`src/rtl/disk_pkg.sv`:
```
// rtl/disk_pkg.sv - shared constants and state type for the Disk II track cache
package disk_pkg;

  // One NIB track is 13 consecutive 512-byte SD sectors.
  localparam int NIB_SECTORS     = 13;
  localparam int NIB_TRACK_BYTES = NIB_SECTORS * 512;

  // Default track-number width and the "no track loaded" marker at that width.
  localparam int              TRK_W_DEF   = 6;
  localparam logic [TRK_W_DEF-1:0] TRK_INVALID = '1;

  typedef enum logic [2:0] {
    ST_IDLE,
    ST_WB_REQ,
    ST_WB_XFER,
    ST_RD_REQ,
    ST_RD_XFER
  } cache_state_t;

endpackage

```
`src/rtl/disk_track_cache_edge_det.sv`:
```
// rtl/disk_track_cache_edge_det.sv - registered rise/fall detector for sd_ack
module edge_det (
  input  logic clk,
  input  logic rst,
  input  logic d,
  output logic rise,
  output logic fall
);

  logic d_q;

  // Previous-cycle copy of the input.
  always_ff @(posedge clk or posedge rst) begin
    if (rst) d_q <= 1'b0;
    else     d_q <= d;
  end

  assign rise = d & ~d_q;
  assign fall = ~d & d_q;

endmodule

```
`src/rtl/disk_track_cache.sv`:
```
// rtl/disk_track_cache.sv - track buffer controller: dirty write-back and track load over the SD sector port
module disk_track_cache
  import disk_pkg::*;
#(
  parameter int SECTORS = NIB_SECTORS,
  parameter int SEC_W   = 4,
  parameter int TRK_W   = TRK_W_DEF
) (
  input  logic               clk_sys,
  input  logic               reset,
  input  logic [TRK_W-1:0]   track,
  input  logic               track_dirty_set,
  input  logic               img_mounted,
  input  logic [63:0]        img_size,
  input  logic               img_readonly,
  output logic [31:0]        sd_lba,
  output logic               sd_rd,
  output logic               sd_wr,
  input  logic               sd_ack,
  input  logic [8:0]         sd_buff_addr,
  input  logic [7:0]         sd_buff_dout,
  input  logic               sd_buff_wr,
  output logic [7:0]         sd_buff_din,
  output logic [SEC_W+8:0]   ram_addr,
  output logic               ram_we,
  output logic [7:0]         ram_di,
  input  logic [7:0]         ram_do,
  output logic               cpu_wait,
  output logic               busy
);

  localparam logic [SEC_W-1:0] SEC_LAST = SEC_W'(SECTORS - 1);
  localparam logic [TRK_W-1:0] TRK_NONE = {TRK_W{1'b1}};

  cache_state_t     state;
  logic [SEC_W-1:0] sec;
  logic [TRK_W-1:0] cur_track;
  logic             dirty;
  logic             mount_pend;
  logic             ack_rise;
  logic             ack_fall;
  logic             has_image;

  // First LBA of a track; a constant shift-add, evaluated only at operation start.
  function automatic logic [31:0] track_lba(input logic [TRK_W-1:0] t);
    logic [31:0] acc;
    acc = '0;
    for (int b = 0; b < 31; b++) begin
      if (((SECTORS >> b) & 1) != 0) acc = acc + (32'(t) << b);
    end
    return acc;
  endfunction

  edge_det u_ack_edge (
    .clk  (clk_sys),
    .rst  (reset),
    .d    (sd_ack),
    .rise (ack_rise),
    .fall (ack_fall)
  );

  assign has_image   = (img_size != 64'd0);
  assign ram_addr    = {sec, sd_buff_addr};
  assign ram_di      = sd_buff_dout;
  assign ram_we      = sd_buff_wr && (state == ST_RD_XFER);
  assign sd_buff_din = ram_do;

  // Sector-loop FSM: optional write-back of the old track, then load of the new one.
  always_ff @(posedge clk_sys or posedge reset) begin
    if (reset) begin
      state      <= ST_IDLE;
      sd_rd      <= 1'b0;
      sd_wr      <= 1'b0;
      sd_lba     <= '0;
      cpu_wait   <= 1'b0;
      busy       <= 1'b0;
      sec        <= '0;
      dirty      <= 1'b0;
      mount_pend <= 1'b0;
      cur_track  <= TRK_NONE;
    end else begin
      // A new image makes any pending write-back meaningless.
      if (img_mounted) begin
        dirty <= 1'b0;
        if (state != ST_IDLE) mount_pend <= 1'b1;
      end

      case (state)
        ST_IDLE: begin
          if (img_mounted || mount_pend) begin
            cur_track  <= TRK_NONE;
            mount_pend <= 1'b0;
          end else if (track != cur_track) begin
            if (has_image) begin
              cpu_wait <= 1'b1;
              busy     <= 1'b1;
              sec      <= '0;
              if ((dirty || track_dirty_set) && !img_readonly) begin
                sd_lba <= track_lba(cur_track);
                sd_wr  <= 1'b1;
                dirty  <= 1'b0;
                state  <= ST_WB_REQ;
              end else begin
                cur_track <= track;
                sd_lba    <= track_lba(track);
                sd_rd     <= 1'b1;
                state     <= ST_RD_REQ;
              end
            end else begin
              cur_track <= track;
            end
          end else if (track_dirty_set) begin
            dirty <= 1'b1;
          end
        end

        ST_WB_REQ, ST_RD_REQ: begin
          if (ack_rise) begin
            state <= (state == ST_WB_REQ) ? ST_WB_XFER : ST_RD_XFER;
            if (sec == SEC_LAST) begin
              sd_wr <= 1'b0;
              sd_rd <= 1'b0;
            end
          end
        end

        ST_WB_XFER: begin
          if (ack_fall) begin
            sd_lba <= sd_lba + 32'd1;
            if (sec != SEC_LAST) sec <= sec + 1'b1;
            if (mount_pend) begin
              sd_wr    <= 1'b0;
              cpu_wait <= 1'b0;
              busy     <= 1'b0;
              state    <= ST_IDLE;
            end else if (sd_wr) begin
              state <= ST_WB_REQ;
            end else begin
              cur_track <= track;
              sd_lba    <= track_lba(track);
              sec       <= '0;
              sd_rd     <= 1'b1;
              state     <= ST_RD_REQ;
            end
          end
        end

        ST_RD_XFER: begin
          if (ack_fall) begin
            sd_lba <= sd_lba + 32'd1;
            if (sec != SEC_LAST) sec <= sec + 1'b1;
            if (mount_pend) begin
              sd_rd    <= 1'b0;
              cpu_wait <= 1'b0;
              busy     <= 1'b0;
              state    <= ST_IDLE;
            end else if (sd_rd) begin
              state <= ST_RD_REQ;
            end else begin
              dirty    <= 1'b0;
              cpu_wait <= 1'b0;
              busy     <= 1'b0;
              state    <= ST_IDLE;
            end
          end
        end

        default: state <= ST_IDLE;
      endcase
    end
  end

endmodule

```
`config.mk`:
```
export PLATFORM = sky130hd
export DESIGN_NAME = disk_track_cache
export DESIGN_NICKNAME = d
export VERILOG_FILES = /design/src/rtl/disk_pkg.sv /design/src/rtl/disk_track_cache_edge_det.sv /design/src/rtl/disk_track_cache.sv
export SDC_FILE = /design/constraint.sdc
export NUM_CORES = 1
export LEC_CHECK = 0
export CAP_MARGIN = 25
export CORE_AREA = 2 2 91 127
export CTS_CLUSTER_DIAMETER = 80
export DETAILED_ROUTE_END_ITERATION = 16
export DIE_AREA = 0 0 93 129
export HOLD_SLACK_MARGIN = 0.12
export MAX_ROUTING_LAYER = met4
export PLACE_DENSITY = 0.85
export SYNTH_ARGS = -nofsm -noshare
export SYNTH_HDL_FRONTEND = slang
export SYNTH_SLANG_ARGS = --single-unit
```
`constraint.sdc`:
```
create_clock -name clk_sys -period 2.6 [get_ports clk_sys]
set_input_delay 0.39 -clock clk_sys [delete_from_list [all_inputs] [get_ports clk_sys]]
set_output_delay 0.39 -clock clk_sys [all_outputs]
set_load 0.1 [all_outputs]
```
## Word level (Yosys, flattened, before mapping)

Cells that the tools add are included.

- Flip-flop bits (word level): 51
- Bits of input ports: 102
- Output and inout bits: 66
- Logic and storage cells: 169

- Add/sub/neg operators: 8
- Equal/unequal tests: 23
- Muxes and demuxes: 105
- Bitwise logic cells: 4
- Reductions and logical operators: 19

Operators with widths:

| cell | count |
|---|---|
| two-way mux 32 bit | 36 |
| adder 32 x 8 -> 32 bit | 3 |
| adder 32 x 9 -> 32 bit | 3 |
| case mux 32 bit (3 select lines) | 1 |
| nonzero test 64 bit | 1 |
| two-way mux 6 bit | 7 |
| two-way mux 1 bit | 34 |
| adder 32 x 1 -> 32 bit, second input constant | 1 |
| two-way mux 4 bit | 8 |
| != test 2 bit, second input constant | 13 |
| two-way mux 3 bit | 7 |
| AND reduction 6 bit | 3 |
| case mux 3 bit (4 select lines) | 1 |
| case mux 4 bit (3 select lines) | 1 |
| case mux 6 bit (2 select lines) | 1 |
| AND reduction 12 bit | 1 |
| two-way mux 2 bit | 5 |
| AND reduction 9 bit | 1 |
| nonzero test 3 bit | 3 |
| != test 4 bit, second input constant | 2 |
| AND reduction 8 bit | 1 |
| == test 3 x 2 -> 1 bit, second input constant | 2 |
| != test 3 bit, second input constant | 2 |
| != test 6 bit | 1 |
| 16 further kinds | 21 |

## Longest topological paths before layout

Gate-level depths: netlist (run 1).

- Depth in word-level cells: 19
- Gate-level depth with buffers: 14
- Mapped depth without buffers: 14

## Modules after synthesis

Synthesis (run 1) repeated with hierarchy kept, for this count alone.

- Cell total of the unflattened synthesis: 493
- Area, all modules: 4096.4 sq um

Modules (own cells, without submodules):

| module | instances | cells an instance | area an instance (sq um) | seq. area each (sq um) |
|---|---|---|---|---|
| disk_track_cache | 1 | 489 | 4052.6 | 1258.7 |
| edge_det | 1 | 4 | 43.8 | 25.0 |

## Worst setup path after synthesis (run 1)

No wires, ideal clock.

- Path type: register -> register
- From: register sd_lba[1]
- To: register sd_lba[12]
- Setup time: 67 ps
- Arrival time: 2761 ps
- Data required time: 2533 ps
- Slack: -228 ps
- Cell stages (with the launch flop): 8
- Buffers on the path: 0
- Clock period less this slack: 2828 ps
- Path through: dfrtp_1 -> ha_1 -> nand3_1 -> nor3_1 -> nand3_1 -> or2_2 -> a2111oi_0 -> a211o_1

- Cells in the longest elaborated chain, start to end: 5
- Elaborated cells on any way between the ends: 6
- Classes of those cells: 1 x add/sub; 5 x mux

Ends and longest elaborated chain:

| item | RTL line | source |
|---|---|---|
| start: declaration | disk_track_cache.sv:16 | `output logic [31:0] sd_lba,` |
| start signal: assignment | disk_track_cache.sv:99 | `sd_lba <= track_lba(cur_track);` |
| start signal: assignment | disk_track_cache.sv:105 | `sd_lba <= track_lba(track);` |
| start signal: assignment | disk_track_cache.sv:129 | `sd_lba <= sd_lba + 32'd1;` |
| adder 32 x 1 -> 32 bit * | disk_track_cache.sv:129, disk_track_cache.sv:150 |  |
| two-way mux 32 bit | disk_track_cache.sv:136 | `end else if (sd_wr) begin` |
| two-way mux 32 bit | disk_track_cache.sv:131 | `if (mount_pend) begin` |
| two-way mux 32 bit | disk_track_cache.sv:128 | `if (ack_fall) begin` |
| case mux 32 bit (3 select lines) * | disk_track_cache.sv:88 | `case (state)` |

Mark *: on every way between the ends. The rest lies on a longest branch, timed or not. The select of a mux whose other input is x is not followed.
A chain may end at the register's enable or synchronous reset.

## Final worst setup path (run 1)

- From: register cur_track[0]
- To: register sd_lba[7]

- Cells in the longest elaborated chain, start to end: 17
- Elaborated cells on any way between the ends: 20
- Classes of those cells: 2 x add/sub; 2 x eq/ne; 15 x mux; 1 x reduce/logical

Ends and longest elaborated chain:

| item | RTL line | source |
|---|---|---|
| start: declaration | disk_track_cache.sv:37 | `logic [TRK_W-1:0] cur_track;` |
| start signal: assignment | disk_track_cache.sv:104 | `cur_track <= track;` |
| start signal: assignment | disk_track_cache.sv:110 | `cur_track <= track;` |
| start signal: assignment | disk_track_cache.sv:139 | `cur_track <= track;` |
| two-way mux 32 bit | disk_track_cache.sv:98 | `if ((dirty \|\| track_dirty_set) && !img_readonly) begin` |
| two-way mux 32 bit | disk_track_cache.sv:94 | `if (has_image) begin` |
| two-way mux 32 bit | disk_track_cache.sv:93 | `end else if (track != cur_track) begin` |
| two-way mux 32 bit | disk_track_cache.sv:90 | `if (img_mounted \|\| mount_pend) begin` |
| two-way mux 32 bit | disk_track_cache.sv:88 |  |
| adder 32 x 8 -> 32 bit | disk_track_cache.sv:49 | `if (((SECTORS >> b) & 1) != 0) acc = acc + (32'(t) << b);` |
| two-way mux 32 bit | disk_track_cache.sv:98 |  |
| two-way mux 32 bit | disk_track_cache.sv:94 |  |
| two-way mux 32 bit | disk_track_cache.sv:93 |  |
| two-way mux 32 bit | disk_track_cache.sv:90 |  |
| two-way mux 32 bit | disk_track_cache.sv:88 |  |
| adder 32 x 9 -> 32 bit | disk_track_cache.sv:49 |  |
| two-way mux 32 bit | disk_track_cache.sv:98 |  |
| two-way mux 32 bit | disk_track_cache.sv:94 |  |
| two-way mux 32 bit | disk_track_cache.sv:93 |  |
| two-way mux 32 bit | disk_track_cache.sv:90 |  |
| case mux 32 bit (3 select lines) | disk_track_cache.sv:88 |  |

Several ways; a longest one is shown, not always the timed one. The select of a mux whose other input is x is not followed.

==> reports/results.ini, run 1 <==
[die]
dieHeight_um=129
num_rows=45
die_area_mm2=0.0120
core_area_mm2=0.0108
pin_count=168
die_w_um=93
initial_core_util=0.393

[power_and_ir_drop]
powerDensity_mw_per_mm2=1170
power.total_uw=6790
ir_drop_mv=0.469
power.leakage_uw=0.00251

[clock_network]
cts_inserted_buffers=5
clkSinkCount=51
htree_levels=2
cts_tree=done
clk_pin_slew_worst_paths_ps=80
cts.path.max_buffers=2
cts_root_buf=clkbuf_16
hold_buffers=0
worstSkewPairLatency_ps=310

[critical_path]
crit_buf_inv=2
critical_path_required_ps=2790
path_cells=ha_4, inv_2, fa_2, inv_2, ha_4, fa_2, a21o_1, a211oi_2, nor2_1, a32oi_1, a21boi_2, o22ai_1
worstPathMaxFanout=3
endpoint_kind=flip-flop
worstSetupPathType=flip-flop to flip-flop
cp_slowest_cell=dfstp_2
start_kind=flip-flop
arrival_ps=3010
slowest_delay_ps=560
path_delay_family=adder cells

[detailed_routing]
routedWlPerCell_um=17.0
detail_route.wirelength_um=13200
drcViolationCount=0
antenna_left=0
drt_iter0_markers=230
drt-pass1-iter-count=7
via_per_inst=5.89
num_vias=4562

[placement]
dp_cells=763
dpl-instance-area_mm2=0.00561
dpl.hpwl_um=10300
place.gp.congestion=0.898
port_buffers=117

[flow_run]
maxCapViolCount=0

[sta]
grt_setup_unrepaired=true
finalWorstSetupSlack_ps=-218
fin_crit_ps=2820
holdWs_ps=361
worst_pin_slew_ps=996
setup_violations=5
final.setup_skew_ps=7.70
clock.fmax_mhz=355
relSlewSlack=0.336
finalHoldViolCount=0
drv_slew=0
min_period_over_period=1.08

[logic_synthesis]
yosys-top-cells-count=dfrtp_1, nand2_1, nor2_1, inv_1
syn-num-nets=635
synth_ff_type=dfrtp_1
synth_cell_types=62
netlist_instances=506
yosysTopAreaCellShare=0.265
ys_top_cells_by_area=dfrtp_1, ha_1, buf_4
synth_top_area_cell=dfrtp_1
ys_seq_elements=51
syn_area_mm2=0.00425
synth_edf_count=0
async_flop_share=1.00
yosys_warnings=0
avgSynthCellArea_um2=8.39
seq_area_frac_synth=0.302

[layout]
antennaDiodeCount=0
finalInstanceArea_mm2=0.00582
seqCellArea_mm2=0.00129
multiInputGateArea_mm2=0.00264
final_cells=774
area_growth_pct=37.0
drive_gt1_frac=0.209
fillCellCount=983
nNetsFinal=761

[min_path]
worstHoldPathType=input pin to async pin

[global_routing]
grt_start_max_net_pins=29
antenna_found_initial=0
grt_pass1_wl_um=21200
grt-ovfl-total=0
track_usage=0.227
grt_pass1_vias=4561

[status]
violations=setup timing
status=finished with violations

[stage by stage]
stage                     worst slack [ps]  setup TNS [ps]   util
after floorplan                      -71.2            -207      -
after global routing                  -318           -1430  0.538
after detailed placement              -648           -4950  0.519
after CTS                             -193            -750  0.537
final                                 -218            -826  0.538
after global placement                -562           -2720  0.519
[flip-flops by register name, indices dropped and copies added, names as in the netlist]
register	flops
busy	1
cur_track	6
dirty	1
mount_pend	1
sd_lba	32
sd_rd	1
sd_wr	1
sec	4
state	3
u_ack_edge.d_q	1
[cell usage in the layout (no fill, tap or decap), drive strengths merged, types with 7 or more instances in the layout]
cell and count:
a211oi 8, a21o 10, a21oi 27, a31oi 28, and3 10, buf 88, clkdlybuf4s50 72, dfrtp 45
ha 23, inv 32, mux2i 14, nand2 45, nand3 13, nand4 9, nor2 37, nor2b 7
nor3 12, nor4 17, o21ai 25, o22ai 7, xnor2 18
[report_power, final]
| part | internal (uW) | total (uW) | switching, uW |
|---|---|---|---|
| clock network | 368 | 706 | 338 |
| logic | 1860 | 4760 | 2900 |
| registers | 1020 | 1320 | 302 |
| total | 3240 | 6790 | 3540 |
[layer usage]
metal / GRT usage / up-vias / part of all wire
li1: - / 2111 / -
met1: 0.234 / 2171 / 0.36
met2: 0.415 / 240 / 0.53
met3: 0.0334 / 40 / 0.065
met4: 0.119 / 0 / 0.041
met5: - / - / 0
[worst paths after layout]
path	startpoint	endpoint	slack, ps	cells past startpoint
max in group asynchronous	reset	cur_track[2]	1590	3
hold / removal	reset	sd_lba[20]	360	2
setup reg to reg	cur_track[0]	sd_lba[7]	-220	12
hold reg to reg	sd_lba[11]	sd_lba[11]	520	1
setup / recovery	cur_track[0]	sd_lba[7]	-220	12
min in group clk_sys	sd_lba[11]	sd_lba[11]	520	1
[kinds of logic after synthesis]
group | count (synthesis) | synth area share
AND/OR/NAND/NOR | 167 | 0.198
AO/OA/AOI/OAI | 148 | 0.234
buffers and inverters | 75 | 0.0955
flip-flops | 51 | 0.302
adder cells (fa/ha/maj) | 27 | 0.0867
XOR/XNOR | 23 | 0.0474
multiplexers | 15 | 0.0357
[cell type report]
| type | instances | share of cell area |
|---|---|---|
| Clock inverter | 3 | 0.00473 |
| Tap cell | 141 | 0.0303 |
| Sequential cell | 51 | 0.221 |
| Multi-Input combinational cell | 380 | 0.453 |
| Timing Repair Buffer | 164 | 0.250 |
| Inverter | 30 | 0.0194 |
| Clock buffer | 5 | 0.0215 |
[timing repair]
action / 4_1_cts / 5_1_grt
setup buffers: 2 / 1
endpoints found under the setup margin: 5 / 5
gates resized for setup: 15 / 3
pin swaps: 11 / 5
Power figures use the tool's default switching activity.
==> run 2: changes to the inputs <==
- CORE_AREA: 2 2 91 127 -> 5 5 92 128
- DIE_AREA: 0 0 93 129 -> 0 0 97 133
- PLACE_DENSITY: 0.85 -> 0.78
- SYNTH_HIERARCHICAL: default -> 1
==> run 2 against run 1 <==
The flow still finishes with violations (setup timing). Clock skew decreased by 5.1 ps. Synthesized area is 3.5% lower. Via count shrank 3.2%. Sequential share of layout area fell by 0.12 points. Register-to-register slack better by 60 ps. Sequential power is essentially flat. Die area up 7.5%. Global-route usage fell by 1.8 points.
==> reports/results.ini, run 2 <==
[power_and_ir_drop]
seq_power_share=0.187
p_sw_uw=3400
pwr-share-clk=0.109
power.leakage_uw=0.00254
switching_share=0.492
powerDensity_mw_per_mm2=1170
ir_drop_mv=0.518
p_int_uw=3500
share_comb_of_total_power=0.704

[layout]
final_cells=772
largest_reg_flops=32
antennaDiodeCount=0
final_common_cell=buf_4
drive_gt1_frac=0.261
final_cell_mix=buf_4, clkdlybuf4s50_1, o21ai_0, nand2_1, nor2_1
nNetsFinal=759
reg.largest.list=sd_lba: 32 flops, cur_track: 6 flops, sec: 4 flops
fillCellCount=908
area_growth_pct=44.6
regMostFlops=sd_lba

[critical_path]
arrival_ps=2930
rr_startpoint=cur_track[2]
worstPathMaxFanout=2
worstSetupPathType=flip-flop to flip-flop
r2r-end=sd_lba[8]
start_kind=flip-flop
reg2reg_depth=12
endpoint_kind=flip-flop
critical_path_required_ps=2780
path_delay_family=compound AO/OA/AOI/OAI gates
crit_buf_inv=1
ff2ff_setup_slack_ps=-160
cp_slowest_cell=dfstp_2
path_cells=ha_4, inv_2, fa_2, xnor2_2, ha_1, a21o_1, a21oi_2, o21bai_1, a21oi_1, xnor2_1, a22oi_1, o21ai_1
slowest_delay_ps=590

[logic_synthesis]
synth.most_common_cell=o21ai_0
netlist_instances=493
syn-num-nets=622
synth_ff_type=dfrtp_1
synth_edf_count=0
seq_area_frac_synth=0.313
yosys-top-cells-count=o21ai_0, dfrtp_1, nand2_1, nor2_1, buf_4
ys_top_cells_by_area=dfrtp_1, ha_1, o21ai_0
syn_area_mm2=0.00410
synth_cell_types=61
avgSynthCellArea_um2=8.31
ys_seq_elements=51
async_flop_share=1.00
yosysTopAreaCellShare=0.275
synth_top_area_cell=dfrtp_1
yosys_warnings=6

[detailed_routing]
via_per_inst=5.72
detail_route.wirelength_um=13800
drt_iter0_markers=298
routedWlPerCell_um=17.8
wl_met3_um=909
drcViolationCount=0
antenna_left=0
drt-pass1-iter-count=5
met1_length_um=4580
wl_met2_um=7680
top_layer_used=met4
num_vias=4418

[clock_network]
clkSinkCount=51
htree_levels=2
cts_tree=done
cts.path.max_buffers=2
cts_root_buf=clkbuf_16
cts_inserted_buffers=5
clk_pin_slew_worst_paths_ps=70
hold_buffers=0
worstSkewPairLatency_ps=290

[placement]
dpl_worst_slack_ps=-749
dpl.hpwl_um=10500
port_buffers=117
dp_cells=753
place.gp.congestion=0.916

[sta]
clock.fmax_mhz=363
drv_slew=0
finalWorstSetupSlack_ps=-158
min_period_over_period=1.06
worst_pin_slew_ps=843
setup_violations=4
final.setup_skew_ps=2.60
grt_setup_unrepaired=true
holdWs_ps=271
relSlewSlack=0.438
finalHoldViolCount=0
fin_crit_ps=2760

[global_routing]
grt-ovfl-total=0
grt_pass1_vias=4443
antenna_found_initial=0
grt_pass1_wl_um=21500
grt_start_max_net_pins=30
track_usage=0.210

[die]
core_area_mm2=0.0106
initial_core_util=0.385
num_rows=45
pin_count=168
die_area_mm2=0.0129
dieHeight_um=133
die_w_um=97

[status]
status=finished with violations
violations=setup timing

[flow_run]
maxCapViolCount=0

[min_path]
worstHoldPathType=input pin to async pin

-- run 2: changes by cell type after synthesis, moves of 4 or more --
| cell | before | now |
|---|---|---|
| nor2_1 | 36 | 40 |
| o31ai_1 | 2 | 13 |
| mux2i_1 | 14 | 6 |
| inv_1 | 30 | 23 |
| nor3_1 | 12 | 8 |
| a31oi_1 | 28 | 12 |
| o21ai_0 | 24 | 57 |
| a211oi_1 | 8 | 1 |
-- run 2: metrics by stage --
| stage | utilization | setup TNS [ps] | area (um^2) | power (uW) |
|---|---|---|---|---|
| detailed placement | 0.514 | -13890 | 5470 | 5440 |
| floorplan | - | -54.5 | 4130 | 4480 |
| CTS | 0.539 | -504 | 5730 | 6490 |
| finish | 0.557 | -563 | 5920 | 6900 |
| global route | 0.557 | -1240 | 5920 | 7350 |
| global placement | 0.514 | -11320 | 5470 | 5330 |
-- run 2: worst max-delay path by stage --
stage                 startpoint        end  slack, ps  cells past startpoint
floorplan           cur_track[0]  sd_lba[8]        -30                     12
global placement        track[0]  sd_lba[9]       -540                     13
detailed placement      track[0]  sd_lba[9]       -750                     13
CTS                 cur_track[2]  sd_lba[9]       -100                     12
global route        cur_track[2]  sd_lba[8]       -310                     14
finish              cur_track[2]  sd_lba[8]       -160                     12
-- run 2: cell families (layout without fill, tap and decap cells) --
logic type      after synthesis  after routing  synth area share
simple gates                166            166             0.207
compound gates              152            152             0.236
buf+inv                      68            206            0.0889
flops                        51             51             0.313
fa+ha+maj                    27             27            0.0898
xor+xnor                     22             22            0.0470
mux                           7              7            0.0174
-- run 2: layout make-up --
cell class | instances | area (um^2) | share of cell area
Tap cell | 141 | 176 | 0.0298
Inverter | 23 | 86.3 | 0.0146
Timing Repair Buffer | 175 | 1590 | 0.269
Clock inverter | 1 | 30.0 | 0.00507
Multi-Input combinational cell | 374 | 2600 | 0.439
Sequential cell | 51 | 1300 | 0.220
Clock buffer | 7 | 133 | 0.0224
-- run 2: power groups by stage --
| stage | clock network [uW] | logic, uW | registers [uW] |
|---|---|---|---|
| after global placement | 0 | 4060 | 1280 |
| after global routing | 800 | 5230 | 1320 |
| after CTS | 767 | 4440 | 1290 |
| final | 755 | 4860 | 1290 |
| after detailed placement | 0 | 4150 | 1290 |
| after floorplan | 0 | 2430 | 2060 |
-- run 2: what timing repair did --
item	CTS	global route
pin swaps	15	18
gates cloned	0	2
buffers inserted	2	7
gates resized for setup	31	27
endpoints found under the setup margin	14	41
-- run 2: per-layer routing --
layer / vias up / global-route usage
li1: 2074 / -
met1: 2087 / 0.194
met5: - / -
met3: 48 / 0.0364
met4: 0 / 0.104
met2: 209 / 0.406
